$ cat src/rtl/divider_8by4_seq_if.sv
// Handshake bundle for the sequential restoring divider.
// The master side issues operands and consumes results; the slave side is the divider.
interface divider_8by4_seq_if #(
    parameter int W = 4
);
    logic             in_valid;
    logic             in_ready;
    logic [2*W-1:0]   dividend;
    logic [W-1:0]     divisor;
    logic             out_valid;
    logic             out_ready;
    logic [2*W-1:0]   quotient;
    logic [W-1:0]     remainder;
    logic             div_by_zero;

    modport master (
        output in_valid, dividend, divisor, out_ready,
        input  in_ready, out_valid, quotient, remainder, div_by_zero
    );

    modport slave (
        input  in_valid, dividend, divisor, out_ready,
        output in_ready, out_valid, quotient, remainder, div_by_zero
    );
endinterface

$ cat src/rtl/divider_8by4_seq.sv
// Sequential unsigned restoring divider: 2W-bit dividend / W-bit divisor,
// one quotient bit per clock, valid/ready handshake on input and output.
// Results are latched into dedicated output registers only when an operation
// finishes, so quotient/remainder stay steady while the next division runs.
module divider_8by4_seq #(
    parameter int W = 4
) (
    input  logic                  clk,
    input  logic                  rst,
    divider_8by4_seq_if.slave     bus
);
    localparam int CW = $clog2(2 * W);

    typedef enum logic [1:0] {
        IDLE = 2'd0,
        BUSY = 2'd1,
        DONE = 2'd2
    } state_t;

    state_t          state_q, state_d;
    logic [CW-1:0]   cnt_q, cnt_d;
    logic [W:0]      pr_q, pr_d;       // partial remainder, one bit wider than divisor
    logic [2*W-1:0]  dvd_q, dvd_d;     // dividend shift register, MSB consumed first
    logic [W-1:0]    dvs_q, dvs_d;
    logic [2*W-1:0]  qw_q, qw_d;       // working quotient
    logic [2*W-1:0]  quot_q, quot_d;   // published quotient
    logic [W-1:0]    rem_q, rem_d;     // published remainder
    logic            dbz_q, dbz_d;

    logic [W:0]      pr_sh_s;
    logic            ge_s;
    logic [W:0]      pr_nx_s;

    // State and datapath registers with synchronous active-high reset.
    always_ff @(posedge clk) begin
        if (rst) begin
            state_q <= IDLE;
            cnt_q   <= '0;
            pr_q    <= '0;
            dvd_q   <= '0;
            dvs_q   <= '0;
            qw_q    <= '0;
            quot_q  <= '0;
            rem_q   <= '0;
            dbz_q   <= 1'b0;
        end else begin
            state_q <= state_d;
            cnt_q   <= cnt_d;
            pr_q    <= pr_d;
            dvd_q   <= dvd_d;
            dvs_q   <= dvs_d;
            qw_q    <= qw_d;
            quot_q  <= quot_d;
            rem_q   <= rem_d;
            dbz_q   <= dbz_d;
        end
    end

    // One restoring step: shift in the next dividend bit and trial-subtract.
    always_comb begin
        pr_sh_s = {pr_q[W-1:0], dvd_q[2*W-1]};
        ge_s    = (pr_sh_s >= {1'b0, dvs_q});
        if (ge_s) begin
            pr_nx_s = pr_sh_s - {1'b0, dvs_q};
        end else begin
            pr_nx_s = pr_sh_s;
        end
    end

    // Next-state and datapath update for IDLE/BUSY/DONE.
    always_comb begin
        state_d = state_q;
        cnt_d   = cnt_q;
        pr_d    = pr_q;
        dvd_d   = dvd_q;
        dvs_d   = dvs_q;
        qw_d    = qw_q;
        quot_d  = quot_q;
        rem_d   = rem_q;
        dbz_d   = dbz_q;

        case (state_q)
            IDLE: begin
                if (bus.in_valid) begin
                    dvd_d = bus.dividend;
                    dvs_d = bus.divisor;
                    pr_d  = '0;
                    qw_d  = '0;
                    cnt_d = CW'(2 * W - 1);
                    dbz_d = 1'b0;
                    if (bus.divisor == '0) begin
                        // Division by zero short-circuits straight to DONE.
                        state_d = DONE;
                        quot_d  = '1;
                        rem_d   = bus.dividend[W-1:0];
                        dbz_d   = 1'b1;
                    end else begin
                        state_d = BUSY;
                    end
                end else begin
                    state_d = IDLE;
                end
            end
            BUSY: begin
                pr_d  = pr_nx_s;
                dvd_d = {dvd_q[2*W-2:0], 1'b0};
                qw_d  = {qw_q[2*W-2:0], ge_s};
                if (cnt_q == '0) begin
                    // Last bit: publish the finished result on this edge.
                    state_d = DONE;
                    quot_d  = {qw_q[2*W-2:0], ge_s};
                    rem_d   = pr_nx_s[W-1:0];
                end else begin
                    cnt_d = cnt_q - CW'(1);
                end
            end
            DONE: begin
                if (bus.out_ready) begin
                    state_d = IDLE;
                end else begin
                    state_d = DONE;
                end
            end
            default: begin
                state_d = IDLE;
            end
        endcase
    end

    assign bus.in_ready    = (state_q == IDLE);
    assign bus.out_valid   = (state_q == DONE);
    assign bus.quotient    = quot_q;
    assign bus.remainder   = rem_q;
    assign bus.div_by_zero = dbz_q;
endmodule
$ cat src/flat_wrapper.sv
// flat-port wrapper written by rule: the top's interface ports become plain ports
module divider_8by4_seq_flat 
#(
    parameter int W = 4
)
  (clk, rst, bus_in_valid, bus_dividend, bus_divisor, bus_out_ready, bus_in_ready, bus_out_valid, bus_quotient, bus_remainder, bus_div_by_zero);
  divider_8by4_seq_if #(.W(W)) bus_i ();
  input  logic clk;
  input  logic rst;
  input wire logic [$bits(bus_i.in_valid)-1:0] bus_in_valid;
  input wire logic [$bits(bus_i.dividend)-1:0] bus_dividend;
  input wire logic [$bits(bus_i.divisor)-1:0] bus_divisor;
  input wire logic [$bits(bus_i.out_ready)-1:0] bus_out_ready;
  output wire logic [$bits(bus_i.in_ready)-1:0] bus_in_ready;
  output wire logic [$bits(bus_i.out_valid)-1:0] bus_out_valid;
  output wire logic [$bits(bus_i.quotient)-1:0] bus_quotient;
  output wire logic [$bits(bus_i.remainder)-1:0] bus_remainder;
  output wire logic [$bits(bus_i.div_by_zero)-1:0] bus_div_by_zero;
  assign bus_i.in_valid = bus_in_valid;
  assign bus_i.dividend = bus_dividend;
  assign bus_i.divisor = bus_divisor;
  assign bus_i.out_ready = bus_out_ready;
  assign bus_in_ready = bus_i.in_ready;
  assign bus_out_valid = bus_i.out_valid;
  assign bus_quotient = bus_i.quotient;
  assign bus_remainder = bus_i.remainder;
  assign bus_div_by_zero = bus_i.div_by_zero;
  divider_8by4_seq #(.W(W)) u_core (.clk(clk), .rst(rst), .bus(bus_i));
endmodule
$ cat config.mk
export PLATFORM = sky130hd
export DESIGN_NAME = divider_8by4_seq_flat
export DESIGN_NICKNAME = d
export VERILOG_FILES = /design/src/rtl/divider_8by4_seq_if.sv /design/src/rtl/divider_8by4_seq.sv /design/src/flat_wrapper.sv
export SDC_FILE = /design/constraint.sdc
export NUM_CORES = 1
export LEC_CHECK = 0
export CAP_MARGIN = 20
export CORE_ASPECT_RATIO = 1.1
export CORE_MARGIN = 4
export CORE_UTILIZATION = 45
export DETAILED_ROUTE_END_ITERATION = 7
export PLACE_DENSITY = 0.69
export SLEW_MARGIN = 20
export SYNTH_ARGS = -nofsm -noshare
export SYNTH_HDL_FRONTEND = slang
export SYNTH_SLANG_ARGS = --single-unit
$ cat constraint.sdc
create_clock -name clk -period 2.3 [get_ports clk]
set_input_delay 0.46 -clock clk [delete_from_list [all_inputs] [get_ports clk]]
set_output_delay 0.46 -clock clk [all_outputs]
set_load 0.005 [all_outputs]
After elaboration in Yosys (flattened, before gate mapping). Index checks and enable logic that the tools add are counted.

Flip-flop bits (word level): 41. Input port bits: 16. Word-level logic and storage cells: 50. Output and inout port bits: 15.

Muxes and demuxes: 24. Equality and inequality tests: 6. $lt $le $gt $ge: 1. Add/subtract/negate cells: 2. Reduce and logical (&&, ||, !) cells: 8.

Operators with widths (number): 2-to-1 mux 8 bit (4); one-hot mux 8 bit (2 select lines) (2); 2-to-1 mux 4 bit (5); one-hot mux 4 bit (2 select lines) (2); one-hot mux 7 bit (2 select lines) (1); 2-to-1 mux 2 bit (4); 2-to-1 mux 7 bit (1); 2-to-1 mux 3 bit (2); one-hot mux 2 bit (3 select lines) (1); one-hot mux 3 bit (2 select lines) (1); >= comparator 5 x 4 -> 1 bit (1); zero test 4 bit (1); != test 2 x 1 -> 1 bit, second input constant (2); != test 2 bit, second input constant (2); AND reduction 2 bit (2); AND reduction 4 bit (1); subtractor 4 bit (1); zero test 3 bit (1); AND reduction 3 bit (1); subtractor 3 x 1 -> 3 bit, second input constant (1); == test 2 x 1 -> 1 bit, second input constant (1); == test 2 bit, second input constant (1); zero test 2 bit (1); nonzero test 2 bit (1); 2-to-1 mux 1 bit (1).

Longest topological paths before layout. Gate-level depths: netlist (run 1).

Depth in word-level cells: 4. Mapped depth: 8. Depth with buffers taken out: 8.

Worst setup path before layout (run 1). No wires, ideal clock.

Path type: reg2reg. Start point: reg u_core.dvs_q[2]. End point: reg u_core.rem_q[1] (netlist: u_core.bus.remainder[1]). Library setup time: 0.128 ns. Path slack: 0.651 ns. Stages on the path, launching flop included: 8. Arrival time: 1.522 ns. Required time: 2.172 ns. Period minus slack after synthesis: 1.649 ns. Path through: dfxtp_1 inv_1 ha_1 o21ai_0 nand2_1 and2_1 a211oi_1 o32ai_1.

Longest elaborated chain between the ends: 4.

RTL lines: start: declaration (RTL line divider_8by4_seq.sv:24) `logic [W-1:0] dvs_q, dvs_d;`; start signal: assignment (RTL line divider_8by4_seq.sv:51) `dvs_q <= dvs_d;`; >= comparator 5 x 4 -> 1 bit (RTL line divider_8by4_seq.sv:62) `ge_s = (pr_sh_s >= {1'b0, dvs_q});`; 2-to-1 mux 4 bit (RTL line divider_8by4_seq.sv:63) `if (ge_s) begin`; 2-to-1 mux 4 bit (RTL line divider_8by4_seq.sv:108) `if (cnt_q == '0) begin`; one-hot mux 4 bit (2 select lines) (RTL line divider_8by4_seq.sv:82) `case (state_q)`; end signal: assignment (RTL line divider_8by4_seq.sv:54) `rem_q <= rem_d;`; end: declaration (RTL line divider_8by4_seq.sv:27) `logic [W-1:0] rem_q, rem_d;`.

Every way passes these cells. The select of a mux whose other input is x is not followed. A chain may end at the register's enable or synchronous reset.

Worst setup path in the final report (run 1).
Start point: in bus_divisor[3]. End point: reg u_core.rem_q[0] (netlist: u_core.bus.remainder[0]).

Longest elaborated chain between the ends: 3.

RTL lines: start: declaration (RTL line flat_wrapper.sv:12) `input wire logic [$bits(bus_i.divisor)-1:0] bus_divisor;`; zero test 4 bit (RTL line divider_8by4_seq.sv:91) `if (bus.divisor == '0) begin`; != test 2 x 1 -> 1 bit (no source line); AND reduction 4 bit (no source line).

Every way passes these cells.

==> flow_metrics.env, run 1 <==
export IMPL_synthDistinctLibCells=37
export IMPL_ios=31
export IMPL_synth_top_area_share_pct=43.4
export IMPL_gp_congestion=0.776
export IMPL_die_area_um2=5310
export IMPL_setup_violations=0
export IMPL_antenna_left=0
export IMPL_place_area_um2=2250
export IMPL_drv_slew=0
export IMPL_grt_overflow=0
export IMPL_post_layout_nonfiller_instances=310
export IMPL_synthArstFlopShare_pct=0
export IMPL_grt_pass1_wl_mm=7.22
export IMPL_fin_crit_ps=1940
export IMPL_worstMarginPinSlew_ps=578
export IMPL_skew_ps=6.02
export IMPL_drcViolationCount=0
export IMPL_synth_nets=251
export IMPL_dp_hpwl_mm=2.85
export IMPL_synth_edf_count=0
export IMPL_postCtsHoldBufs=0
export IMPL_drive_gt1_share_pct=11.6
export IMPL_core_rowCount=24
export IMPL_slew_headroom_pct=61.4
export IMPL_yosys_top_cells_area="dfxtp_1, nand2_1, a21oi_1, nor2_1, nand3_1"
export IMPL_routedWlPerCell_um=13.0
export IMPL_syn_inst=228
export IMPL_cts_resized=0
export IMPL_syn2layout_area_growth_pct=25.5
export IMPL_vias=1596
export IMPL_worstPathRequired_ps=2500
export IMPL_multi_input_area_um2=953
export IMPL_startpoint_type="input pin"
export IMPL_clkLatencyLatePin_ps=290
export IMPL_antenna_cells=0
export IMPL_fin_crit_sh_pct=84.4
export IMPL_fin_area_um2=2370
export IMPL_clock_sinks=41
export IMPL_syn_avg_cell_area_um2=8.30
export IMPL_cts_root_buffer="clkbuf_8"
export IMPL_yosys_register_bits=41
export IMPL_rsz0062_at_grt="false"
export IMPL_antenna_found_initial=0
export IMPL_outcome="completed"
export IMPL_vdd_ir_drop_worst_uv=466
export IMPL_clock_path_buffers=2
export IMPL_firstDrtPassIters=4
export IMPL_cts_clk_slew_worst_paths_ps=70
export IMPL_worstPathArrival_ps=2140
export IMPL_synth_most_common_cell="dfxtp_1"
export IMPL_critical_path_class="in -> reg"
export IMPL_hold_viol=0
export IMPL_cap_violations=0
export IMPL_grt_max_degree=43
export IMPL_place_inst=302
export IMPL_start_util_pct=47.0
export IMPL_area_sequential_um2=821
export IMPL_fill_cells=381
export IMPL_fmax_mhz=515
export IMPL_fp_dieW_um=69.8
export IMPL_grt_pass1_vias=1562
export IMPL_htree_num_levels=2
export IMPL_hold_path_class="reg -> reg"
export IMPL_die_y_um=76.0
export IMPL_setup_tns_final_ps=0
export IMPL_drt_iter0_markers=100
export IMPL_cp_end_kind="flip-flop"
export IMPL_grt_total_usage_pct=16.7
export IMPL_synth_top_cell_by_area="dfxtp_1"
export IMPL_power_density_nw_per_um2=800
export IMPL_p_leak_nw=0.898
export IMPL_drt_total_wl_mm=4.04
export IMPL_yosysWarnings=0
export IMPL_path_max_fanout=15
export IMPL_numCtsBuffers=5
export IMPL_postCtsSetupBuffers=0
export IMPL_synth_area_um2=1890
export IMPL_synth_main_ff_cell="dfxtp_1"
export IMPL_numPortBuffers=30
export IMPL_whs_ps=459
export IMPL_via_per_inst=5.15
export IMPL_core_area_um2=4020
export IMPL_cts_tree="done"
export IMPL_synth_common_cells="dfxtp_1, nand2_1, nor2_1, a21oi_1, nand3_1"
export IMPL_yosysSeqAreaShare_pct=43.4
export IMPL_layout_nets=280
state kept, by name, summed over array words and instances, names as in the netlist:
register	count
u_core.dvs_q	4
u_core.dvd_q	8
u_core.pr_q	4
u_core.cnt_q	3
u_core.qw_q	7
u_core.bus.quotient	8
u_core.state_q	2
u_core.bus.remainder	4
u_core.bus.div_by_zero	1
through the flow:
step	setup slack (ps)	util [%]	total power, mW
CTS	340	59.0	1.92
global placement	130	56.0	1.31
finish	359	59.0	1.90
floorplan	651	-	1.15
global route	185	59.0	2.02
detailed placement	29.8	56.0	1.32
per-layer routing:
metal | vias to the layer above | global-route usage, % | share of wire [%] | wire (um)
met5 | - | 0 | 0 | 0
met4 | 0 | 6.32 | 1.4 | 57
met3 | 5 | 4.75 | 3.7 | 150
met2 | 23 | 26.7 | 46 | 1860
met1 | 729 | 21.2 | 49 | 1970
li1 | 839 | - | - | -
cell usage in the layout, fill, tap and decap left out, drive strengths merged, types with 5 or more instances in the layout:
cell / count
a211oi: 5
nor2: 29
nand3: 16
a311oi: 8
dfxtp: 41
nand2: 35
ha: 6
a21oi: 22
clkdlybuf4s50: 30
o21ai: 7
nor3: 9
inv: 12
clkbuf: 6
buf: 6
cell type report:
type / count / area share (%)
Timing Repair Buffer: 36 / 15.6
Clock inverter: 2 / 1.58
Clock buffer: 6 / 3.48
Inverter: 12 / 1.90
Multi-Input combinational cell: 161 / 40.1
Tap cell: 52 / 2.74
Sequential cell: 41 / 34.6
path summary, 6_finish.rpt:
kind	cells past startpoint	slack, ps	start	to
max	6	360	bus_divisor[3]	u_core.bus.remainder[0]
min	2	460	u_core.dvs_q[2]	u_core.dvs_q[2]
max reg2reg	7	420	u_core.dvd_q[7]	u_core.bus.remainder[0]
min reg2reg	2	460	u_core.dvs_q[2]	u_core.dvs_q[2]
cells by family after synthesis:
logic type                 Yosys count  share of synthesized area (%)
and+or+nand+nor                    100                           27.2
AOI/OAI and AO/OA                   53                           17.7
xor gates and xnor gates             1                          0.463
buffers and inverters               26                           6.22
adders and majority gates            7                           5.03
DFF                                 41                           43.4
worst max-delay path, stage by stage:
cell	delay, ps
clkdlybuf4s50_1	430
or4_4	550
nand2b_4	190
nand2_4	200
nor2_1	70
a311oi_1	240
where the power goes:
group	internal (mW)	total [mW]	switching, mW	leakage (nW)
Sequential	0.780	0.826	0.0463	0.335
Combinational	0.219	0.471	0.252	0.505
Clock	0.353	0.601	0.248	0.0574
Total	1.35	1.90	0.547	0.898
(Power assumes the default switching activity.)
==> run 2, diff against run 1 <==
--- a/config.mk
+++ b/config.mk
@@ -10,7 +10,7 @@
 export CORE_MARGIN = 4
 export CORE_UTILIZATION = 45
 export DETAILED_ROUTE_END_ITERATION = 7
-export PLACE_DENSITY = 0.69
+export PLACE_DENSITY = 0.72
 export SLEW_MARGIN = 20
 export SYNTH_ARGS = -nofsm -noshare
 export SYNTH_HDL_FRONTEND = slang
==> constraint.sdc (replaced) <==
create_clock -name clk -period 1.73 [get_ports clk]
set_input_delay 0.346 -clock clk [delete_from_list [all_inputs] [get_ports clk]]
set_output_delay 0.346 -clock clk [all_outputs]
set_load 0.005 [all_outputs]
==> run 2 against run 1 <==
  * The run now ends with negative setup slack left
  * Die area unchanged
  * Flip-flop and latch count stayed put
  * Wire length up 12%
  * Critical path type is now reg -> reg
  * Worst hold slack got worse by 25 ps
  * Critical endpoint is now u_core.bus.remainder[3]
  * Combinational power up 90%
  * Largest cell class unchanged
  * Sequential power grew 34%
  * Clock-buffer cell count rose by 1
  * Register-to-register slack got worse by 510 ps
  * Design area up 14%
  * Final cell count is 9.4% higher
==> flow_metrics.env, run 2 (synthesized netlist as in run 1, its figures left out) <==
export IMPL_p_leak_nw=1.06
export IMPL_numCtsBuffers=5
export IMPL_drive_gt1_share_pct=28.9
export IMPL_clock_path_buffers=2
export IMPL_violations="negative setup slack"
export IMPL_cp_common_cell="buf_4"
export IMPL_critical_path_class="reg -> reg"
export IMPL_grt_pass1_vias=1623
export IMPL_die_y_um=76.0
export IMPL_syn2layout_area_growth_pct=43.3
export IMPL_cts_clk_slew_worst_paths_ps=70
export IMPL_setup_violations=5
export IMPL_htree_num_levels=2
export IMPL_grt_total_usage_pct=16.4
export IMPL_path_buf_inv=3
export IMPL_drt_total_wl_mm=4.51
export IMPL_grt_overflow=0
export IMPL_cpLargestDelayFamily="compound AO/OA/AOI/OAI gates"
export IMPL_antenna_left=0
export IMPL_core_area_um2=4020
export IMPL_rsz0062_at_grt="true"
export IMPL_layout_nets=310
export IMPL_power_density_nw_per_um2=969
export IMPL_cap_violations=0
export IMPL_whs_ps=434
export IMPL_place_ws_ps=-313
export IMPL_fp_dieW_um=69.8
export IMPL_hold_viol=0
export IMPL_drv_slew=0
export IMPL_finalPower_mw=2.63
export IMPL_worst_slack_ps=-87.8
export IMPL_antenna_cells=0
export IMPL_setup_tns_final_ps=-222
export IMPL_worstPathRequired_ps=1900
export IMPL_path_max_fanout=2
export IMPL_worstPathArrival_ps=1990
export IMPL_startpoint_type="flip-flop"
export IMPL_vdd_ir_drop_worst_uv=800
export IMPL_die_area_um2=5310
export IMPL_hold_path_class="in -> reg"
export IMPL_slew_headroom_pct=74.9
export IMPL_worstPathCellList="inv_2 > ha_4 > buf_4 > buf_4 > nor3b_2 > o21ai_0 > and3_1 > o31ai_2 > a211oi_1"
export IMPL_mostFrequentLayoutCell="dfxtp_1"
export IMPL_drt_iter0_markers=134
export IMPL_fin_crit_ps=1820
export IMPL_crit_slowest_cell="dfxtp_2"
export IMPL_fin_util_pct=67.4
export IMPL_worstMarginPinSlew_ps=375
export IMPL_timing_reg2reg_setup_slack_ps=-90
export IMPL_outcome="finished, violations left"
export IMPL_dp_hpwl_mm=3.00
export IMPL_routedWlPerCell_um=13.3
export IMPL_cp_end_kind="flip-flop"
export IMPL_cpPeakStageDelay_ps=340
export IMPL_grt_max_degree=29
export IMPL_fin_crit_sh_pct=105
export IMPL_ios=31
export IMPL_cts_tree="done"
export IMPL_skew_ps=4.63
export IMPL_cts_root_buffer="clkbuf_8"
export IMPL_vias=1784
export IMPL_antenna_found_initial=0
export IMPL_core_rowCount=24
export IMPL_start_util_pct=47.0
export IMPL_fmax_mhz=550
export IMPL_gp_congestion=0.752
export IMPL_via_per_inst=5.26
export IMPL_clkLatencyLatePin_ps=290
export IMPL_final_cell_mix="dfxtp_1, nand2_1, buf_4"
export IMPL_grt_pass1_wl_mm=7.15
export IMPL_firstDrtPassIters=4
export IMPL_clock_sinks=41
export IMPL_numPortBuffers=30
export IMPL_drcViolationCount=0
## run 2: area by class of cell
cell class / instances / area [um2]
fill: 333 / 1310
timing repair buffer: 65 / 603
tap: 52 / 65.1
clock buffer: 7 / 86.3
multi-input combinational: 162 / 1080
sequential: 41 / 830
inverter: 12 / 45.0
## run 2: through the flow
stage / area (um2) / cells
CTS: 2560 / 328
global placement: 2400 / 320
finish: 2710 / 339
global route: 2710 / 339
detailed placement: 2400 / 320
floorplan: 1890 / 228
## run 2: report_power, final
part           total, mW  internal, mW  switching, mW
Sequential          1.11          1.04         0.0659
Combinational      0.896         0.475          0.422
Clock              0.624         0.316          0.308
## run 2: tightest hold or removal path, cell delays in order
cell and delay (ps):
dlymetal6s2s_1 100, buf_4 110, nand2_1 40, a21oi_1 100
## run 2: final timing paths
path / from / end / cells past startpoint
worst min-delay path: bus_divisor[0] / u_core.dvs_q[0] / 4
worst max-delay path: u_core.dvd_q[7] / u_core.bus.remainder[3] / 9
worst min register to register: u_core.dvs_q[2] / u_core.dvs_q[2] / 2
worst max register to register: u_core.dvd_q[7] / u_core.bus.remainder[3] / 9
## run 2: metal layers
layer / share of wire (%) / global-route usage (%)
met1: 46 / 20.2
met2: 47 / 26.9
met3: 4.6 / 3.69
met4: 2.4 / 8.05
met5: 0 / 0
## run 2: repair_timing
item                                    in CTS  in global routing
gates resized for setup                     13                 23
cloned                                       0                  1
hold buffers                                 0                  0
hold endpoints to repair                     0                  0
endpoints found under the setup margin      11                 18
setup buffers                                1                 10
pin swaps                                    7                 21
==> run 3, diff against run 2 <==
--- a/config.mk
+++ b/config.mk
@@ -10,8 +10,11 @@
 export CORE_MARGIN = 4
 export CORE_UTILIZATION = 45
 export DETAILED_ROUTE_END_ITERATION = 7
+export GPL_TIMING_DRIVEN = 0
+export MAX_ROUTING_LAYER = met4
 export PLACE_DENSITY = 0.72
 export SLEW_MARGIN = 20
 export SYNTH_ARGS = -nofsm -noshare
 export SYNTH_HDL_FRONTEND = slang
 export SYNTH_SLANG_ARGS = --single-unit
+export TNS_END_PERCENT = 20
==> run 3 against run 2 <==
  * The flow now finishes without violations
  * Via count shrank 2.2%
  * Clock-buffer cell count shrank 1
  * Largest power group unchanged
  * Sequential share of layout area grew 3.4 points
  * Register-to-register slack gained 120 ps
==> flow_metrics.env, run 3 (synthesized netlist as in run 1, its figures left out) <==
export IMPL_outcome="completed"
export IMPL_antenna_cells=0
export IMPL_power_density_nw_per_um2=1020
export IMPL_fp_dieW_um=69.8
export IMPL_wl_met1_mm=2.11
export IMPL_timing_reg2reg_setup_slack_ps=40
export IMPL_fmax_mhz=591
export IMPL_slew_headroom_pct=60.5
export IMPL_p_leak_nw=0.910
export IMPL_via_per_inst=5.47
export IMPL_setup_violations=0
export IMPL_clkPwrFrac_pct=26.4
export IMPL_die_y_um=76.0
export IMPL_path_max_fanout=5
export IMPL_drt_iter0_markers=135
export IMPL_skew_ps=9.61
export IMPL_setup_tns_final_ps=0
export IMPL_layout_nets=289
export IMPL_grt_total_usage_pct=17.7
export IMPL_cpPeakStageDelay_ps=520
export IMPL_clock_sinks=41
export IMPL_vias=1745
export IMPL_grt_pass1_vias=1585
export IMPL_routed_wl_met2_mm=2.26
export IMPL_cts_root_buffer="clkbuf_8"
export IMPL_cp_depth=2
export IMPL_grt_overflow=0
export IMPL_routedWlPerCell_um=14.5
export IMPL_reg2regPathDepth=7
export IMPL_cap_violations=0
export IMPL_postCtsHoldBufs=0
export IMPL_path_buf_inv=1
export IMPL_start_util_pct=47.0
export IMPL_finalPower_mw=2.50
export IMPL_fill_cells=372
export IMPL_die_area_um2=5310
export IMPL_p_int_mw=1.71
export IMPL_place_inst=309
export IMPL_post_layout_nonfiller_instances=319
export IMPL_crit_end="bus_in_ready"
export IMPL_fin_util_pct=60.6
export IMPL_drv_slew=0
export IMPL_critical_path_class="reg -> out"
export IMPL_numCtsBuffers=5
export IMPL_core_area_um2=4020
export IMPL_antenna_found_initial=0
export IMPL_numPortBuffers=29
export IMPL_htree_num_levels=2
export IMPL_drcViolationCount=0
export IMPL_hold_viol=0
export IMPL_setup_worst_path_start="u_core.state_q[0]"
export IMPL_worstPathArrival_ps=1350
export IMPL_power_frac_comb_pct=29.4
export IMPL_antenna_left=0
export IMPL_wl_met3_um=237
export IMPL_grt_pass1_wl_mm=7.45
export IMPL_ios=31
export IMPL_drt_total_wl_mm=4.64
export IMPL_startpoint_type="flip-flop"
export IMPL_sequentialPowerShare_pct=44.3
export IMPL_cts_clk_slew_worst_paths_ps=80
export IMPL_worstMarginPinSlew_ps=592
export IMPL_crit_slowest_cell="clkdlybuf4s50_1"
export IMPL_rsz0062_at_grt="true"
export IMPL_worstPathRequired_ps=1380
export IMPL_fin_crit_ps=1690
export IMPL_p_sw_share_pct=31.7
export IMPL_grt_max_degree=14
export IMPL_p_sw_mw=0.791
export IMPL_worstPathCellList="nor2_1 > clkdlybuf4s50_1"
export IMPL_final_cell_mix="dfxtp_1, nand2_1, clkdlybuf4s50_1"
export IMPL_core_rowCount=24
export IMPL_r2r_start="u_core.dvs_q[2]"
export IMPL_gp_congestion=0.771
export IMPL_vdd_ir_drop_worst_uv=588
export IMPL_whs_ps=329
export IMPL_place_ws_ps=-356
export IMPL_clock_path_buffers=2
export IMPL_fin_area_um2=2440
export IMPL_worst_r2r_endpoint="u_core.bus.remainder[1]"
export IMPL_clkLatencyLatePin_ps=300
export IMPL_hold_path_class="in -> reg"
export IMPL_mostFrequentLayoutCell="dfxtp_1"
export IMPL_place_area_um2=2250
export IMPL_cts_tree="done"
export IMPL_routed_top_layer="met4"
export IMPL_drive_gt1_share_pct=17.6
export IMPL_syn2layout_area_growth_pct=28.9
export IMPL_worst_slack_ps=36.6
export IMPL_cp_end_kind="output pin"
export IMPL_dp_hpwl_mm=3.24
export IMPL_firstDrtPassIters=4
export IMPL_fin_crit_sh_pct=97.9
export IMPL_cpLargestDelayFamily="buffers and inverters"
## run 3: what timing repair did
item                       CTS  global route
pin swaps                    4             8
gates resized for setup      5            22
setup buffers                1             1
setup endpoints to repair   15            15
## run 3: worst min-delay path, stage by stage
cell            delay (ps)
dlymetal6s2s_1         130
nand2_1                 60
a21oi_1                 50
## run 3: per-layer routing
metal | vias to the layer above | track usage, %
li1 | 858 | -
met1 | 828 | 22.1
met2 | 52 | 28.3
met3 | 7 | 4.35
met4 | 0 | 5.17
met5 | - | -
## run 3: power by group through the flow
stage	Sequential, mW	Combinational, mW	Clock, mW
after floorplan	1.11	0.416	0
after global placement	1.12	0.625	0
after detailed placement	1.12	0.634	0
after CTS	1.10	0.660	0.666
after global routing	1.12	0.815	0.711
final	1.10	0.733	0.659
## run 3: final cells by class
type	instances	area, um2	area share (%)
multi-input cells	161	1020	41.9
flip-flops and latches	41	830	34.0
repair buffers	31	305	12.5
clock buffers	6	82.6	3.39
plain buffers	14	75.1	3.08
well taps	52	65.1	2.67
inverters	12	45.0	1.85
clock inverters	2	13.8	0.564
## run 3: worst min path at each step
stage	from	endpoint	slack, ps	depth (start not counted)
after detailed placement	u_core.bus.div_by_zero	u_core.bus.div_by_zero	450	2
after global routing	bus_divisor[1]	u_core.dvs_q[1]	340	3
final	bus_divisor[1]	u_core.dvs_q[1]	330	3
after CTS	rst	u_core.bus.remainder[1]	380	2
after floorplan	u_core.dvs_q[1]	u_core.dvs_q[1]	440	2
after global placement	u_core.dvs_q[3]	u_core.dvs_q[3]	440	2
